**config.mk**
```make
export PLATFORM = sky130hd
export DESIGN_NAME = d_master_elf2_v1
export DESIGN_NICKNAME = d
export VERILOG_FILES = /design/src/rtl/d_master_elf2_v1_pkg.sv /design/src/rtl/d_master_elf2_v1_timeout.sv /design/src/rtl/d_master_elf2_v1.sv
export SDC_FILE = /design/constraint.sdc
export NUM_CORES = 1
export LEC_CHECK = 0
export CAP_MARGIN = 15
export CORE_MARGIN = 1
export CORE_UTILIZATION = 40
export CTS_CLUSTER_DIAMETER = 80
export DETAILED_ROUTE_END_ITERATION = 8
export GPL_TIMING_DRIVEN = 0
export MAX_ROUTING_LAYER = met4
export PLACE_DENSITY = 0.69
export REMOVE_ABC_BUFFERS = 1
export SYNTH_ARGS = -nofsm -noshare
export SYNTH_HDL_FRONTEND = slang
export SYNTH_HIERARCHICAL = 1
export SYNTH_SLANG_ARGS = --single-unit
export TNS_END_PERCENT = 100
```
**constraint.sdc**
```tcl
create_clock -name clk -period 2.2 [get_ports clk]
set_input_delay 0.44 -clock clk [delete_from_list [all_inputs] [get_ports clk]]
set_output_delay 0.44 -clock clk [all_outputs]
set_load 0.02 [all_outputs]
```
**src/rtl/d_master_elf2_v1_pkg.sv**
```systemverilog
// Shared bus-direction and opcode encodings plus data-path types for the data-memory bus initiator.
// The direction and opcode macros are also used by the execute unit, so their values must not change.
`ifndef D_MASTER_ELF2_V1_DEFS
`define D_MASTER_ELF2_V1_DEFS
`define DIRECTION_READ  1'b0
`define DIRECTION_WRITE 1'b1
`define D_OP_READ       2'd0
`define D_OP_WRITE      2'd1
`define D_OP_ADD        2'd2
`endif

package d_master_elf2_v1_pkg;

    localparam int DATA_W = 8;

    typedef logic [DATA_W-1:0] data_t;

    // Cell arithmetic wraps modulo 256; a delta above 0x7F behaves as a negative step.
    function automatic data_t wrap_add(input data_t a, input data_t b);
        return a + b;
    endfunction

endpackage

```
**src/rtl/d_master_elf2_v1_timeout.sv**
```systemverilog
// Ack-timeout counter: counts request cycles that have no acknowledge, and flags the cycle in
// which the limit is reached. An ack in that same cycle suppresses the flag.
module d_master_timeout #(
    parameter int ack_timeout = 16
) (
    input  logic clk,
    input  logic rst,
    input  logic clear,
    input  logic run,
    input  logic ack,
    output logic expire
);

    localparam int CW = (ack_timeout > 1) ? $clog2(ack_timeout) : 1;

    logic [CW-1:0] count;

    always_ff @(posedge clk) begin
        if (rst || clear) begin
            count <= '0;
        end else if (run && !ack) begin
            count <= count + CW'(1);
        end
    end

    generate
        if (ack_timeout == 0) begin : g_disabled
            assign expire = 1'b0;
        end else begin : g_enabled
            assign expire = run && !ack && (count == CW'(ack_timeout - 1));
        end
    endgenerate

endmodule

```
**src/rtl/d_master_elf2_v1.sv**
```systemverilog
// Data-memory bus initiator: runs one READ, WRITE or ADD (read-modify-write) command at a time
// over the req/ack bus and reports a single response pulse per command.
module d_master_elf2_v1
    import d_master_elf2_v1_pkg::*;
#(
    parameter int d_addr_width = 8,
    parameter int ack_timeout  = 16
) (
    input  logic                    clk,
    input  logic                    rst,
    input  logic                    cmd_valid,
    output logic                    cmd_ready,
    input  logic [1:0]              cmd_op,
    input  logic [d_addr_width-1:0] cmd_addr,
    input  logic [7:0]              cmd_data,
    output logic                    rsp_valid,
    output logic [7:0]              rsp_data,
    output logic                    rsp_zero,
    output logic                    rsp_err,
    output logic                    d_req,
    output logic                    d_dir,
    output logic [d_addr_width-1:0] d_addr,
    output logic [7:0]              d_wdata,
    input  logic                    d_ack,
    input  logic [7:0]              d_rdata
);

    typedef enum logic [2:0] {
        IDLE,
        RD,
        GAP,
        WR,
        RESP
    } state_t;

    state_t                  state;
    state_t                  next_state;
    logic [1:0]              op_q;
    logic [d_addr_width-1:0] addr_q;
    data_t                   data_q;
    data_t                   result_q;
    logic                    err_q;
    logic                    bus_active;
    logic                    expire;

    assign bus_active = (state == RD) || (state == WR);

    d_master_timeout #(
        .ack_timeout(ack_timeout)
    ) u_timeout (
        .clk   (clk),
        .rst   (rst),
        .clear (!bus_active),
        .run   (bus_active),
        .ack   (d_ack),
        .expire(expire)
    );

    always_ff @(posedge clk) begin
        if (rst) begin
            state <= IDLE;
        end else begin
            state <= next_state;
        end
    end

    always_comb begin
        next_state = state;
        case (state)
            IDLE: if (cmd_valid) next_state = (cmd_op == `D_OP_WRITE) ? WR : RD;
            RD: begin
                if (d_ack) next_state = (op_q == `D_OP_ADD) ? GAP : RESP;
                else if (expire) next_state = RESP;
            end
            GAP:  next_state = WR;
            WR:   if (d_ack || expire) next_state = RESP;
            RESP: next_state = IDLE;
            default: next_state = IDLE;
        endcase
    end

    always_comb begin
        cmd_ready = (state == IDLE);
        d_req     = bus_active;
        d_dir     = (state == WR) ? `DIRECTION_WRITE : `DIRECTION_READ;
        d_addr    = addr_q;
        d_wdata   = data_q;
    end

    // data_q holds the WRITE value, or the ADD delta until the read returns and then the new sum.
    // The response registers load from RESP, so the pulse appears as the FSM re-enters IDLE.
    always_ff @(posedge clk) begin
        if (rst) begin
            op_q      <= `D_OP_READ;
            addr_q    <= '0;
            data_q    <= '0;
            result_q  <= '0;
            err_q     <= 1'b0;
            rsp_valid <= 1'b0;
            rsp_data  <= '0;
            rsp_zero  <= 1'b0;
            rsp_err   <= 1'b0;
        end else begin
            rsp_valid <= (state == RESP);
            rsp_zero  <= (state == RESP) && (result_q == '0);
            rsp_err   <= (state == RESP) && err_q;
            if (state == RESP) rsp_data <= result_q;

            if (state == IDLE && cmd_valid) begin
                op_q   <= cmd_op;
                addr_q <= cmd_addr;
                data_q <= cmd_data;
                err_q  <= 1'b0;
            end else if (state == RD && d_ack) begin
                if (op_q == `D_OP_ADD) data_q <= wrap_add(d_rdata, data_q);
                else result_q <= d_rdata;
            end else if (state == WR && d_ack) begin
                result_q <= data_q;
            end else if (bus_active && expire) begin
                result_q <= '0;
                err_q    <= 1'b1;
            end
        end
    end

endmodule

```
==> results_dict.tcl, run 1 <==
set metrics [dict create \
    syn_area_um2 2143 \
    slew-limit-headroom_pct 47.85 \
    dpl.hpwl_mm 3.508 \
    grt_pass1_vias 1901 \
    vias 1987 \
    clockBufferDepth 2 \
    max-cap-violations 0 \
    layoutNonFillerInstCount 385 \
    cts_max_level 2 \
    p_total_w 0.001987 \
    portBuffers 59 \
    hp-class "reg -> reg" \
    tritoncts "yes" \
    num_rows 26 \
    leakagePower_nw 1.106 \
    seq_power_share_pct 44.7 \
    r2r_slack_ns 0.06 \
    timing.final.crit_share_pct 102.7 \
    crit_type "in -> reg" \
    cp_top_family "compound AO/OA/AOI/OAI gates" \
    syn_inst 253 \
    fmax_mhz 442.6 \
    combPwrFrac_pct 22.9 \
    viasPerCell 5.161 \
    nNetsFinal 353 \
    setup_violations 1 \
    ant_nets 0 \
    p_per_area_nw_per_um2 650.4 \
    place.gp.congestion 0.7531 \
    die_w_um 75.20 \
    initial_utilization_pct 41.70 \
    max_stage_delay_ns 0.49 \
    placedCellCount 371 \
    layout.cells.most_common_list "53 x clkdlybuf4s50_1, 42 x dfxtp_1, 41 x nand2_1" \
    outcome "finished with violations" \
    tightestPinTransition_ns 0.7822 \
    cp_cell_sequence "clkdlybuf4s50_1 > ha_2 > o21ai_4 > o21ai_1 > a21oi_1 > or4_1 > a311oi_2" \
    grt.total_usage_pct 20.50 \
    cp_slowest_cell "or4_1" \
    layout_commonest_cell "clkdlybuf4s50_1" \
    antenna_found_initial 0 \
    dieArea_um2 5655 \
    critical_path_depth 7 \
    postSynthAreaPerCell_um2 8.472 \
    clkPwrFrac_pct 32.4 \
    crit_buf_inv 1 \
    routed_wl_mm 5.282 \
    rsz0062_at_grt "true" \
    clkLatencyLatePin_ns 0.31 \
    diodes 0 \
    rr_worst_depth 6 \
    crit_required_ns 2.42 \
    finalMaxSlewViolations 0 \
    crit_fanout 4 \
    clock_sinks 45 \
    ios 60 \
    dp_slack_ns -0.5880 \
    ir_drop_uv 338.8 \
    synth_seq_cells 45 \
    ys_warn_count 6 \
    synth_cell_type_count 44 \
    gr-total-overflow 0 \
    holdPathStages 2 \
    fp.dieH_um 75.20 \
    grt_pass1_wl_mm 8.514 \
    fp.coreArea_um2 5140 \
    route.detailed.drc 0 \
    wl_per_cell_um 13.72 \
    worst_slack_ns -0.05960 \
    drtPass1Iterations 4 \
    clk_pin_slew_ns 0.09 \
    crit_path_end_kind "register" \
    final_core_util_pct 59.45 \
    setup_tns_ns -0.05960 \
    fin_skew_ns 0.008353 \
    p_switching_w 0.0005686 \
    hold_viol 0 \
    dr.first_iter.drc_count 119 \
    cts_buffers 5 \
    worstPathArrival_ns 2.48 \
    swShare_pct 28.61 \
    area_growth_pct 42.56 \
    worstSetupStartpointType "input pin" \
    layout_min_cycle_time_ns 2.260 \
    grt_max_degree 43 \
    drive_above_1_share_pct 13.65 \
    power.internal_w 0.001419 \
    root_buffer "clkbuf_8" \
    violations "setup timing" \
    yosysSeqAreaShare_pct 42.03 \
]
==> power groups by stage <==
| stage | registers, W | logic, W | clock network (W) |
|---|---|---|---|
| global placement | 0.000898 | 0.000390 | 0 |
| floorplan | 0.000925 | 0.000191 | 0 |
| CTS | 0.000885 | 0.000434 | 0.000652 |
| detailed placement | 0.000899 | 0.000393 | 0 |
| global route | 0.000894 | 0.000497 | 0.000682 |
| finish | 0.000888 | 0.000456 | 0.000644 |
==> metrics by stage <==
stage,instance area (µm²),hold WS (ns)
finish,3055,0.4567
global route,3055,0.4865
CTS,3014,0.4587
detailed placement,2771,0.4474
global placement,2776,0.4401
floorplan,2098,0.4258
==> repair_timing <==
item / 4_1_cts / 5_1_grt
hold endpoints to repair: 0 / 0
gates resized for setup: 22 / 10
hold buffers: 0 / 0
cloned: 0 / 0
pin swaps: 4 / 4
buffers inserted: 6 / 0
setup endpoints to repair: 13 / 10
==> worst reg2reg max path, delay by kind of cell (launching register included) <==
family | cells | cell delay (ns)
compound gates | 2 | 0.52
flops | 1 | 0.45
fa+ha+maj | 1 | 0.25
simple gates | 3 | 0.84
==> routing by layer <==
metal	vias to the layer above	share of wire, %	GRT usage [%]
met2	56	48	32.03
met3	8	5.9	5.756
met4	0	1.3	6.584
met1	911	45	25.64
met5	-	0	-
li1	1012	-	-
==> cells in the mapped netlist <==
cell type | n | area share, %
nand4_1 | 1 | 0.29
nor2b_4 | 1 | 0.64
o22ai_1 | 1 | 0.29
a311o_1 | 1 | 0.47
a21o_1 | 1 | 0.35
nand3_1 | 1 | 0.23
buf_2 | 3 | 0.70
o21ai_0 | 5 | 1.2
nor4_1 | 2 | 0.58
a31oi_1 | 1 | 0.29
a21oi_1 | 23 | 5.4
a311oi_1 | 1 | 0.41
buf_1 | 2 | 0.35
nor2_1 | 28 | 4.9
nor3_1 | 12 | 2.8
nand2_1 | 42 | 7.4
ha_1 | 8 | 4.7
dfxtp_1 | 45 | 42
a21o_2 | 1 | 0.41
xor2_1 | 3 | 1.2
a31o_1 | 1 | 0.41
nand3b_1 | 1 | 0.35
and2_1 | 3 | 0.88
nor2_2 | 1 | 0.29
clkbuf_1 | 6 | 1.1
a211oi_1 | 7 | 2.5
fa_1 | 1 | 0.93
inv_1 | 6 | 1.1
or2_1 | 1 | 0.29
a2111oi_2 | 1 | 0.70
o31ai_1 | 2 | 0.70
nor2b_1 | 3 | 0.88
or4_1 | 1 | 0.35
o21ai_1 | 1 | 0.23
mux2i_1 | 19 | 8.9
o31a_1 | 1 | 0.41
and4bb_2 | 1 | 0.58
a41oi_1 | 2 | 0.82
or3_1 | 2 | 0.58
and4_2 | 1 | 0.47
o21a_1 | 2 | 0.70
or2_2 | 2 | 0.58
xnor2_1 | 1 | 0.41
and3_1 | 5 | 1.5
==> worst paths after layout <==
kind,start,to
worst max-delay path,d_rdata[3],d_wdata[7]$_SDFFE_PP0P_
worst min-delay path,rsp_data[0]$_SDFFE_PP0P_,rsp_data[0]$_SDFFE_PP0P_
worst max register to register,d_wdata[4]$_SDFFE_PP0P_,d_wdata[7]$_SDFFE_PP0P_
worst min register to register,rsp_data[0]$_SDFFE_PP0P_,rsp_data[0]$_SDFFE_PP0P_
==> layout make-up <==
type | count | area, µm²
Clock buffer | 5 | 68.82
Clock inverter | 3 | 46.29
Fill cell | 493 | 2085
Inverter | 6 | 22.52
Multi-Input combinational cell | 191 | 1301
Sequential cell | 45 | 904.6
Tap cell | 70 | 87.58
Timing Repair Buffer | 65 | 624.3
==> state kept, by name (all words and copies together), names as in the netlist <==
signal	cells
rsp_err	1
err_q	1
d_addr	8
rsp_zero	1
op_q	2
rsp_valid	1
d_wdata	8
rsp_data	8
state	3
u_timeout/count	4
result_q	8
==> logic make-up after synthesis <==
family / share of synthesized area (%)
AO/OA/AOI/OAI: 15.18
XOR/XNOR: 1.635
adder cells (fa/ha/maj): 5.604
buffers and inverters: 3.152
flip-flops: 42.03
multiplexers: 8.873
AND/OR/NAND/NOR: 23.53
No activity file was read; power rests on OpenSTA's default activity.
==> inputs of run 2 (changes only) <==
--- a/config.mk
+++ b/config.mk
@@ -6,13 +6,13 @@
 export NUM_CORES = 1
 export LEC_CHECK = 0
 export CAP_MARGIN = 15
-export CORE_MARGIN = 1
+export CORE_MARGIN = 2
 export CORE_UTILIZATION = 40
 export CTS_CLUSTER_DIAMETER = 80
 export DETAILED_ROUTE_END_ITERATION = 8
 export GPL_TIMING_DRIVEN = 0
 export MAX_ROUTING_LAYER = met4
-export PLACE_DENSITY = 0.69
+export PLACE_DENSITY_LB_ADDON = 0.25
 export REMOVE_ABC_BUFFERS = 1
 export SYNTH_ARGS = -nofsm -noshare
 export SYNTH_HDL_FRONTEND = slang
==> constraint.sdc (replaced) <==
create_clock -name clk -period 2.2 [get_ports clk]
set_input_delay 0.55 -clock clk [delete_from_list [all_inputs] [get_ports clk]]
set_output_delay 0.55 -clock clk [all_outputs]
set_load 0.02 [all_outputs]
==> run 2 against run 1 <==
Effect of this change: core utilization rose by 1.1 points; maximum frequency rose by 3.7%; the run now ends clean; wire length rose by 0.98%; cell count rose by 0.52%; setup slack improved by 0.081 ns; via count rose by 0.10%; critical path depth did not move; clock skew rose by 0.0044 ns; sequential cell count did not move; sequential power barely moved; combinational power rose by 5.5%; first-iteration DRC count fell by 42%.
==> results_dict.tcl, run 2 (synthesized netlist as in run 1, its figures left out) <==
set metrics [dict create \
    diodes 0 \
    tightestPinTransition_ns 0.8032 \
    ir_drop_uv 380.8 \
    nNetsFinal 355 \
    place.gp.congestion 0.7557 \
    dr_wl_met3_um 248 \
    fin_skew_ns 0.01279 \
    gr-total-overflow 0 \
    crit_buf_inv 1 \
    dr.first_iter.drc_count 69 \
    viasPerCell 5.140 \
    dieArea_um2 5960 \
    max_stage_delay_ns 0.55 \
    fp.dieH_um 77.20 \
    cp_top_family "simple AND/OR/NAND/NOR gates" \
    area_growth_pct 45.18 \
    vias 1989 \
    clock_sinks 45 \
    layout.cells.most_common_list "47 x clkdlybuf4s50_1, 42 x dfxtp_1, 41 x nand2_1" \
    crit_fanout 3 \
    p_per_area_nw_per_um2 647.6 \
    rsz0062_at_grt "true" \
    layout_commonest_cell "clkdlybuf4s50_1" \
    worst_slack_ns 0.02168 \
    dp_slack_ns -0.6577 \
    routedLengthMet1_mm 2.488 \
    wl_per_cell_um 13.78 \
    fp.coreArea_um2 5140 \
    grt_max_degree 43 \
    outcome "complete, no violations" \
    setup_violations 0 \
    tritoncts "yes" \
    drive_above_1_share_pct 14.51 \
    route.detailed.drc 0 \
    num_rows 26 \
    ios 60 \
    routed_wl_mm 5.334 \
    ant_nets 0 \
    layout_min_cycle_time_ns 2.178 \
    leakagePower_nw 1.165 \
    crit_required_ns 2.43 \
    worstSetupStartpointType "input pin" \
    grt_pass1_wl_mm 9.128 \
    finalMaxSlewViolations 0 \
    portBuffers 59 \
    hp-class "reg -> reg" \
    grt.total_usage_pct 19.35 \
    routed-wl-met2_mm 2.535 \
    routed.top_layer "met4" \
    initial_utilization_pct 41.70 \
    clk_pin_slew_ns 0.10 \
    drtPass1Iterations 4 \
    holdBufCountCts 0 \
    cts_max_level 2 \
    hold_slack_ns 0.4558 \
    timing.final.crit_share_pct 99.01 \
    crit_path_end_kind "register" \
    crit_type "in -> reg" \
    grt_pass1_vias 1968 \
    dpl.hpwl_mm 3.495 \
    antenna_found_initial 0 \
    slew-limit-headroom_pct 46.45 \
    cts_buffers 5 \
    fmax_mhz 459.1 \
    clockBufferDepth 2 \
    clkLatencyLatePin_ns 0.31 \
    cp_cell_sequence "dlygate4sd2_1 > ha_4 > a211oi_4 > o21ai_2 > and3_1 > or4_1 > a311oi_2" \
    root_buffer "clkbuf_8" \
    cp_slowest_cell "or4_1" \
    max-cap-violations 0 \
    hold_viol 0 \
    die_w_um 77.20 \
    worstPathArrival_ns 2.41 \
]
==> run 2: changes by cell type in the layout (fill, tap and decap cells not counted), sizes merged <==
cell and delta:
clkdlybuf4s15 +1, clkbuf +1, buf +3, dlymetal6s2s +3, clkdlybuf4s50 -6
==> run 2: worst paths after layout <==
| kind | from | to | slack [ns] | depth (start not counted) |
|---|---|---|---|---|
| setup / recovery | d_rdata[1] | d_wdata[7]$_SDFFE_PP0P_ | 0.02 | 7 |
| hold / removal | d_addr[7]$_SDFFE_PP0P_ | d_addr[7]$_SDFFE_PP0P_ | 0.46 | 2 |
| setup reg to reg | d_wdata[6]$_SDFFE_PP0P_ | d_wdata[7]$_SDFFE_PP0P_ | 0.04 | 6 |
| hold reg to reg | d_addr[7]$_SDFFE_PP0P_ | d_addr[7]$_SDFFE_PP0P_ | 0.46 | 2 |
==> run 2: area by class of cell <==
cell class / count / area [µm²]
clock buffers: 5 / 68.82
repair buffers: 67 / 655.6
inverters: 6 / 22.52
multi-input cells: 191 / 1324
fillers: 469 / 2028
well taps: 70 / 87.58
flip-flops and latches: 45 / 907.1
clock inverters: 3 / 46.29
==> run 2: power by group <==
group	internal (W)	total, W	switching, W
logic	0.000247	0.000481	0.000234
registers	0.000848	0.000887	0.0000382
clock network	0.000340	0.000648	0.000308
==> run 2: repair_timing <==
item / 4_1_cts / 5_1_grt
resized for setup: 28 / 20
pin swaps: 5 / 6
endpoints found under the setup margin: 15 / 12
setup buffers: 5 / 3
==> run 2: per-layer routing <==
layer / vias to the layer above / global-route usage, %
li1: 1011 / -
met1: 920 / 23.64
met2: 50 / 32.35
met3: 8 / 4.000
met4: 0 / 5.536
met5: - / -
==> run 2: tightest hold or removal path: cells and delay by family (launching register included) <==
kind               cells  cell delay, ns
and+or+nand+nor        1            0.05
DFF                    1            0.32
AOI/OAI and AO/OA      1            0.05
==> run 2: through the flow <==
| step | area, µm² | util (%) | TNS [ns] | std cells | total power (W) |
|---|---|---|---|---|---|
| finish | 3112 | 60.54 | 0 | 387 | 0.002015 |
| global route | 3112 | 60.54 | -0.04967 | 387 | 0.002108 |
| CTS | 3028 | 58.91 | 0 | 384 | 0.001992 |
| detailed placement | 2771 | 53.92 | -6.964 | 371 | 0.001292 |
| global placement | 2776 | 54.02 | -12.92 | 371 | 0.001288 |
| floorplan | 2098 | - | -2.614 | 242 | 0.001116 |
==> inputs of run 3 (changes only) <==
--- a/config.mk
+++ b/config.mk
@@ -8,7 +8,7 @@
 export CAP_MARGIN = 15
 export CORE_MARGIN = 2
 export CORE_UTILIZATION = 40
-export CTS_CLUSTER_DIAMETER = 80
+export CTS_CLUSTER_DIAMETER = 50
 export DETAILED_ROUTE_END_ITERATION = 8
 export GPL_TIMING_DRIVEN = 0
 export MAX_ROUTING_LAYER = met4
==> constraint.sdc (replaced) <==
create_clock -name clk -period 1.8 [get_ports clk]
set_input_delay 0.45 -clock clk [delete_from_list [all_inputs] [get_ports clk]]
set_output_delay 0.45 -clock clk [all_outputs]
set_load 0.02 [all_outputs]
==> run 3 against run 2 <==
Effect of this change: the run now ends with setup timing left; wire length grew 1.9%; first-iteration DRC count up 19%; cell count grew 1.3%; die area did not move; critical path type is now reg -> reg; largest cell class unchanged.
==> results_dict.tcl, run 3 (synthesized netlist as in run 1, its figures left out) <==
set metrics [dict create \
    fmax_mhz 495.9 \
    crit_path_end_kind "register" \
    max_stage_delay_ns 0.39 \
    grt_max_degree 43 \
    hold_slack_ns 0.4553 \
    worst_slack_ns -0.2167 \
    placedCellCount 371 \
    max-cap-violations 0 \
    cts_max_level 2 \
    clkLatencyLatePin_ns 0.31 \
    leakagePower_nw 1.241 \
    initial_utilization_pct 41.70 \
    regArea_um2 923.4 \
    tritoncts "yes" \
    crit_type "reg -> reg" \
    ios 60 \
    cp_slowest_cell "dfxtp_2" \
    drtPass1Iterations 4 \
    nFillCells 458 \
    hp-class "reg -> reg" \
    clockBufferDepth 2 \
    grt_pass1_vias 2018 \
    die_w_um 77.20 \
    fp.coreArea_um2 5140 \
    routed_wl_mm 5.434 \
    nNetsFinal 360 \
    p_per_area_nw_per_um2 776.2 \
    vias 2012 \
    finalMaxSlewViolations 0 \
    holdBufCountCts 0 \
    cp_cell_sequence "ha_4 > or2_1 > a31o_1 > and3_1 > or4_1 > a311oi_1" \
    fin_skew_ns 0.009320 \
    ant_nets 0 \
    slew-limit-headroom_pct 47.23 \
    gr-total-overflow 0 \
    layoutNonFillerInstCount 392 \
    setup_violations 1 \
    hold_viol 0 \
    p_total_w 0.002483 \
    multi_input_area_um2 1370 \
    antenna_found_initial 0 \
    area_growth_pct 49.27 \
    num_rows 26 \
    ir_drop_uv 471.2 \
    fp.dieH_um 77.20 \
    outcome "finished with violations" \
    cts_buffers 5 \
    worstSetupStartpointType "register" \
    diodes 0 \
    tightestPinTransition_ns 0.7915 \
    grt_pass1_wl_mm 9.328 \
    clock_sinks 45 \
    layout_min_cycle_time_ns 2.017 \
    dpl.hpwl_mm 3.495 \
    viasPerCell 5.133 \
    dr.first_iter.drc_count 82 \
    root_buffer "clkbuf_8" \
    layout_commonest_cell "clkdlybuf4s50_1" \
    place.gp.congestion 0.7557 \
    worstPathArrival_ns 2.23 \
    timing.final.crit_share_pct 112.0 \
    crit_required_ns 2.02 \
    grt.total_usage_pct 19.79 \
    dieArea_um2 5960 \
    clk_pin_slew_ns 0.09 \
    crit_fanout 4 \
    violations "setup timing" \
    portBuffers 59 \
    layout.cells.most_common_list "41 x clkdlybuf4s50_1, 40 x nand2_1, 37 x dfxtp_1" \
    wl_per_cell_um 13.86 \
    route.detailed.drc 0 \
    rsz0062_at_grt "true" \
    drive_above_1_share_pct 19.57 \
]
==> run 3: final cells by class <==
cell class | instances | area share, %
clock buffer | 5 | 2.151
clock inverter | 3 | 1.447
inverter | 6 | 0.7039
multi-input combinational | 191 | 42.82
sequential | 45 | 28.86
tap | 70 | 2.738
timing repair buffer | 72 | 21.27
==> run 3: metal layers <==
| metal | up-vias | GRT usage [%] | part of all wire (%) |
|---|---|---|---|
| met1 | 924 | 24.01 | 46 |
| met2 | 54 | 32.35 | 49 |
| met5 | - | - | 0 |
| li1 | 1025 | - | - |
| met3 | 9 | 4.353 | 4.3 |
| met4 | 0 | 7.143 | 1.4 |
==> run 3: through the flow <==
step	util (%)	setup WS, ns	instance area (µm²)	setup TNS, ns
after floorplan	-	-0.7097	2098	-8.796
after CTS	60.98	-0.1668	3134	-0.1859
final	62.24	-0.2167	3199	-0.2167
after global routing	62.24	-0.2754	3199	-0.3212
after global placement	54.02	-1.125	2776	-28.00
after detailed placement	53.92	-0.9577	2771	-14.98
==> run 3: final timing paths <==
kind                      startpoint                 endpoint  slack [ns]  cells past startpoint
min           d_addr[7]$_SDFFE_PP0P_   d_addr[7]$_SDFFE_PP0P_        0.46                      2
max reg2reg  d_wdata[4]$_SDFFE_PP0P_  d_wdata[7]$_SDFFE_PP0P_       -0.22                      6
min reg2reg   d_addr[7]$_SDFFE_PP0P_   d_addr[7]$_SDFFE_PP0P_        0.46                      2
max          d_wdata[4]$_SDFFE_PP0P_  d_wdata[7]$_SDFFE_PP0P_       -0.22                      6
==> run 3: worst max-delay path, delay by kind of cell, from the launching register on <==
| family | cells | cell delay, ns |
|---|---|---|
| flops | 1 | 0.39 |
| compound gates | 2 | 0.48 |
| simple gates | 3 | 0.83 |
| fa+ha+maj | 1 | 0.22 |
==> run 3: repair_timing <==
item	CTS	global route
buffers inserted	10	5
pin swaps	16	8
gates cloned	0	0
endpoints found under the hold margin	0	0
resized for setup	69	16
endpoints found under the setup margin	38	19
==> run 3: power breakdown <==
group | total (W) | internal (W) | switching [W]
Combinational | 0.000611 | 0.000310 | 0.000301
Clock | 0.000789 | 0.000416 | 0.000374
Sequential | 0.00108 | 0.00104 | 0.0000460
==> patch (flow settings as in run 1) <==
The 5 states of `state_t` get a one-hot encoding in 5 bits.
--- a/src/rtl/d_master_elf2_v1.sv
+++ b/src/rtl/d_master_elf2_v1.sv
@@ -27,8 +27,8 @@
 
-    typedef enum logic [2:0] {
-        IDLE,
-        RD,
-        GAP,
-        WR,
-        RESP
+    typedef enum logic [4:0] {
+        IDLE = 5'b00001,
+        RD   = 5'b00010,
+        GAP  = 5'b00100,
+        WR   = 5'b01000,
+        RESP = 5'b10000
     } state_t;
Function: same outputs for any inputs over 10 cycles, from zero or initial values and one cycle with rst high; not proved beyond that.
==> patch against run 1 <==
- power increased by 6.8%
- clock skew decreased by 6.2 ps
- cell count increased by 8.8%
- synthesized area increased by 6.9%
- routed wire length increased by 15%
- utilization increased by 1.6 points
- worst setup slack got worse by 44 ps
- sequential cell count increased by 2
- the flow still finishes with violations (setup timing)
- final area increased by 10%
==> patch: results (changes against run 1) <==
<table>
<tr><th>Metric</th><th>Value</th></tr>
<tr><th colspan="2">Placed design</th></tr>
<tr><td>Number of cells in the design after placement</td><td>387 (+4.3%)</td></tr>
<tr><td>Setup WS pre-CTS</td><td>-687 ps (-99.4 ps)</td></tr>
<tr><td>Last weighted congestion value of the routability-driven placer</td><td>0.887 (+18%)</td></tr>
<tr><td>Detailed placer's ending HPWL</td><td>3820 um (+8.9%)</td></tr>
<tr><th colspan="2">Critical path</th></tr>
<tr><td>CP max stage delay</td><td>410 ps (-80 ps)</td></tr>
<tr><td>Category of cells accounting for the largest share of critical-path delay</td><td>simple AND/OR/NAND/NOR gates</td></tr>
<tr><td>Worst Path Max Fanout</td><td>5 (+1)</td></tr>
<tr><td>Class of the most critical setup path</td><td>register to register</td></tr>
<tr><td>Worst r2r src</td><td>state[4]</td></tr>
<tr><th colspan="2">Outcome</th></tr>
<tr><td>Run status</td><td>complete, but fails checks</td></tr>
<tr><td>Violated checks</td><td>setup timing</td></tr>
<tr><th colspan="2">STA</th></tr>
<tr><td>Clock skew after layout</td><td>2.14 ps (-6.21 ps)</td></tr>
<tr><td>Setup ws final</td><td>-104 ps (-44.3 ps)</td></tr>
<tr><td>Endpoints failing setup</td><td>8 (+7)</td></tr>
<tr><th colspan="2">Drt</th></tr>
<tr><td>Drt first-iter violations</td><td>123 (+3.4%)</td></tr>
<tr><td>Mean routed wirelength per cell</td><td>14.5 um (+5.9%)</td></tr>
<tr><td>Via-to-Cell Ratio</td><td>5.26 (+1.8%)</td></tr>
<tr><th colspan="2">Logic synthesis</th></tr>
<tr><td>Share of synthesized area occupied by flip-flops and latches</td><td>41.0% (-0.98 points)</td></tr>
<tr><td>Most instantiated cells after synthesis</td><td>dfxtp_1 (47), nor2_1 (35), nand2_1 (34), a21oi_1 (17), clkbuf_1 (13)</td></tr>
<tr><th colspan="2">Global route</th></tr>
<tr><td>Total global-route track usage</td><td>21.8% (+1.3 points)</td></tr>
<tr><th colspan="2">Layout</th></tr>
<tr><td>Fraction of layout cells with a size suffix above 1</td><td>19.6% (+5.9 points)</td></tr>
<tr><td>Core utilization of the finished layout</td><td>61.0% (+1.6 points)</td></tr>
<tr><th colspan="2">Pwr</th></tr>
<tr><td>Static leakage power</td><td>0.00136 uW (+23%)</td></tr>
<tr><td>Switch Pwr</td><td>563 uW (-1.1%)</td></tr>
<tr><th colspan="2">Worst hold path</th></tr>
<tr><td>Min-Delay Endpoint</td><td>d_addr[0]</td></tr>
</table>
patch: final cells by class:
cell class | instances | area share (%)
well taps | 72 | 2.68
clock inverters | 3 | 2.01
clock buffers | 5 | 2.05
flip-flops and latches | 47 | 28.6
inverters | 9 | 1.01
multi-input cells | 197 | 40.1
repair buffers | 86 | 23.6
patch: per-stage QoR:
step	total power, uW	TNS [ps]	hold WS [ps]
2_1_floorplan	1160	-7540	425
3_3_place_gp	1330	-29250	441
3_5_place_dp	1340	-8560	447
4_1_cts	2120	0	458
5_1_grt	2230	-1580	468
6_report	2120	-472	458
patch: worst max-delay path by stage:
stage,end,cells past startpoint
6_report,d_wdata[7],6
5_1_grt,result_q[1],11
4_1_cts,d_wdata[7],5
3_5_place_dp,result_q[0],11
3_3_place_gp,result_q[5],9
2_1_floorplan,result_q[0],9
patch: worst register-to-register path, cell delays in order (launching register included):
cell,delay (ps)
dfxtp_4,380
buf_4,140
or3_4,360
or3_4,400
a221o_1,290
or4_1,410
a311oi_1,250
patch: power by group through the flow:
stage	combinational, uW	sequential [uW]	clock, uW
6_report	449	919	755
4_1_cts	436	919	762
2_1_floorplan	186	970	0
3_5_place_dp	394	946	0
5_1_grt	494	925	814
3_3_place_gp	383	944	0
patch: routing by layer:
| metal | part of all wire (%) | vias to the layer above | GRT usage, % |
|---|---|---|---|
| met5 | 0 | - | - |
| met4 | 1.4 | 0 | 8.11 |
| met3 | 3.9 | 8 | 3.41 |
| met2 | 49 | 58 | 35.6 |
| met1 | 45 | 1024 | 27.0 |
| li1 | - | 1112 | - |
patch: timing repair:
action                                  4_1_cts  5_1_grt
endpoints found under the setup margin       31       21
gates resized for setup                      26       18
buffers inserted                             22        7
pin swaps                                     4        8
patch: cell families after synthesis:
kind of cell	after synthesis	share of synthesized area, %
and+or+nand+nor	111	24.0
adders and majority gates	9	5.24
xor gates and xnor gates	7	2.67
AOI/OAI and AO/OA	59	17.6
buffers and inverters	24	4.59
muxes	11	4.80
DFF	47	41.0
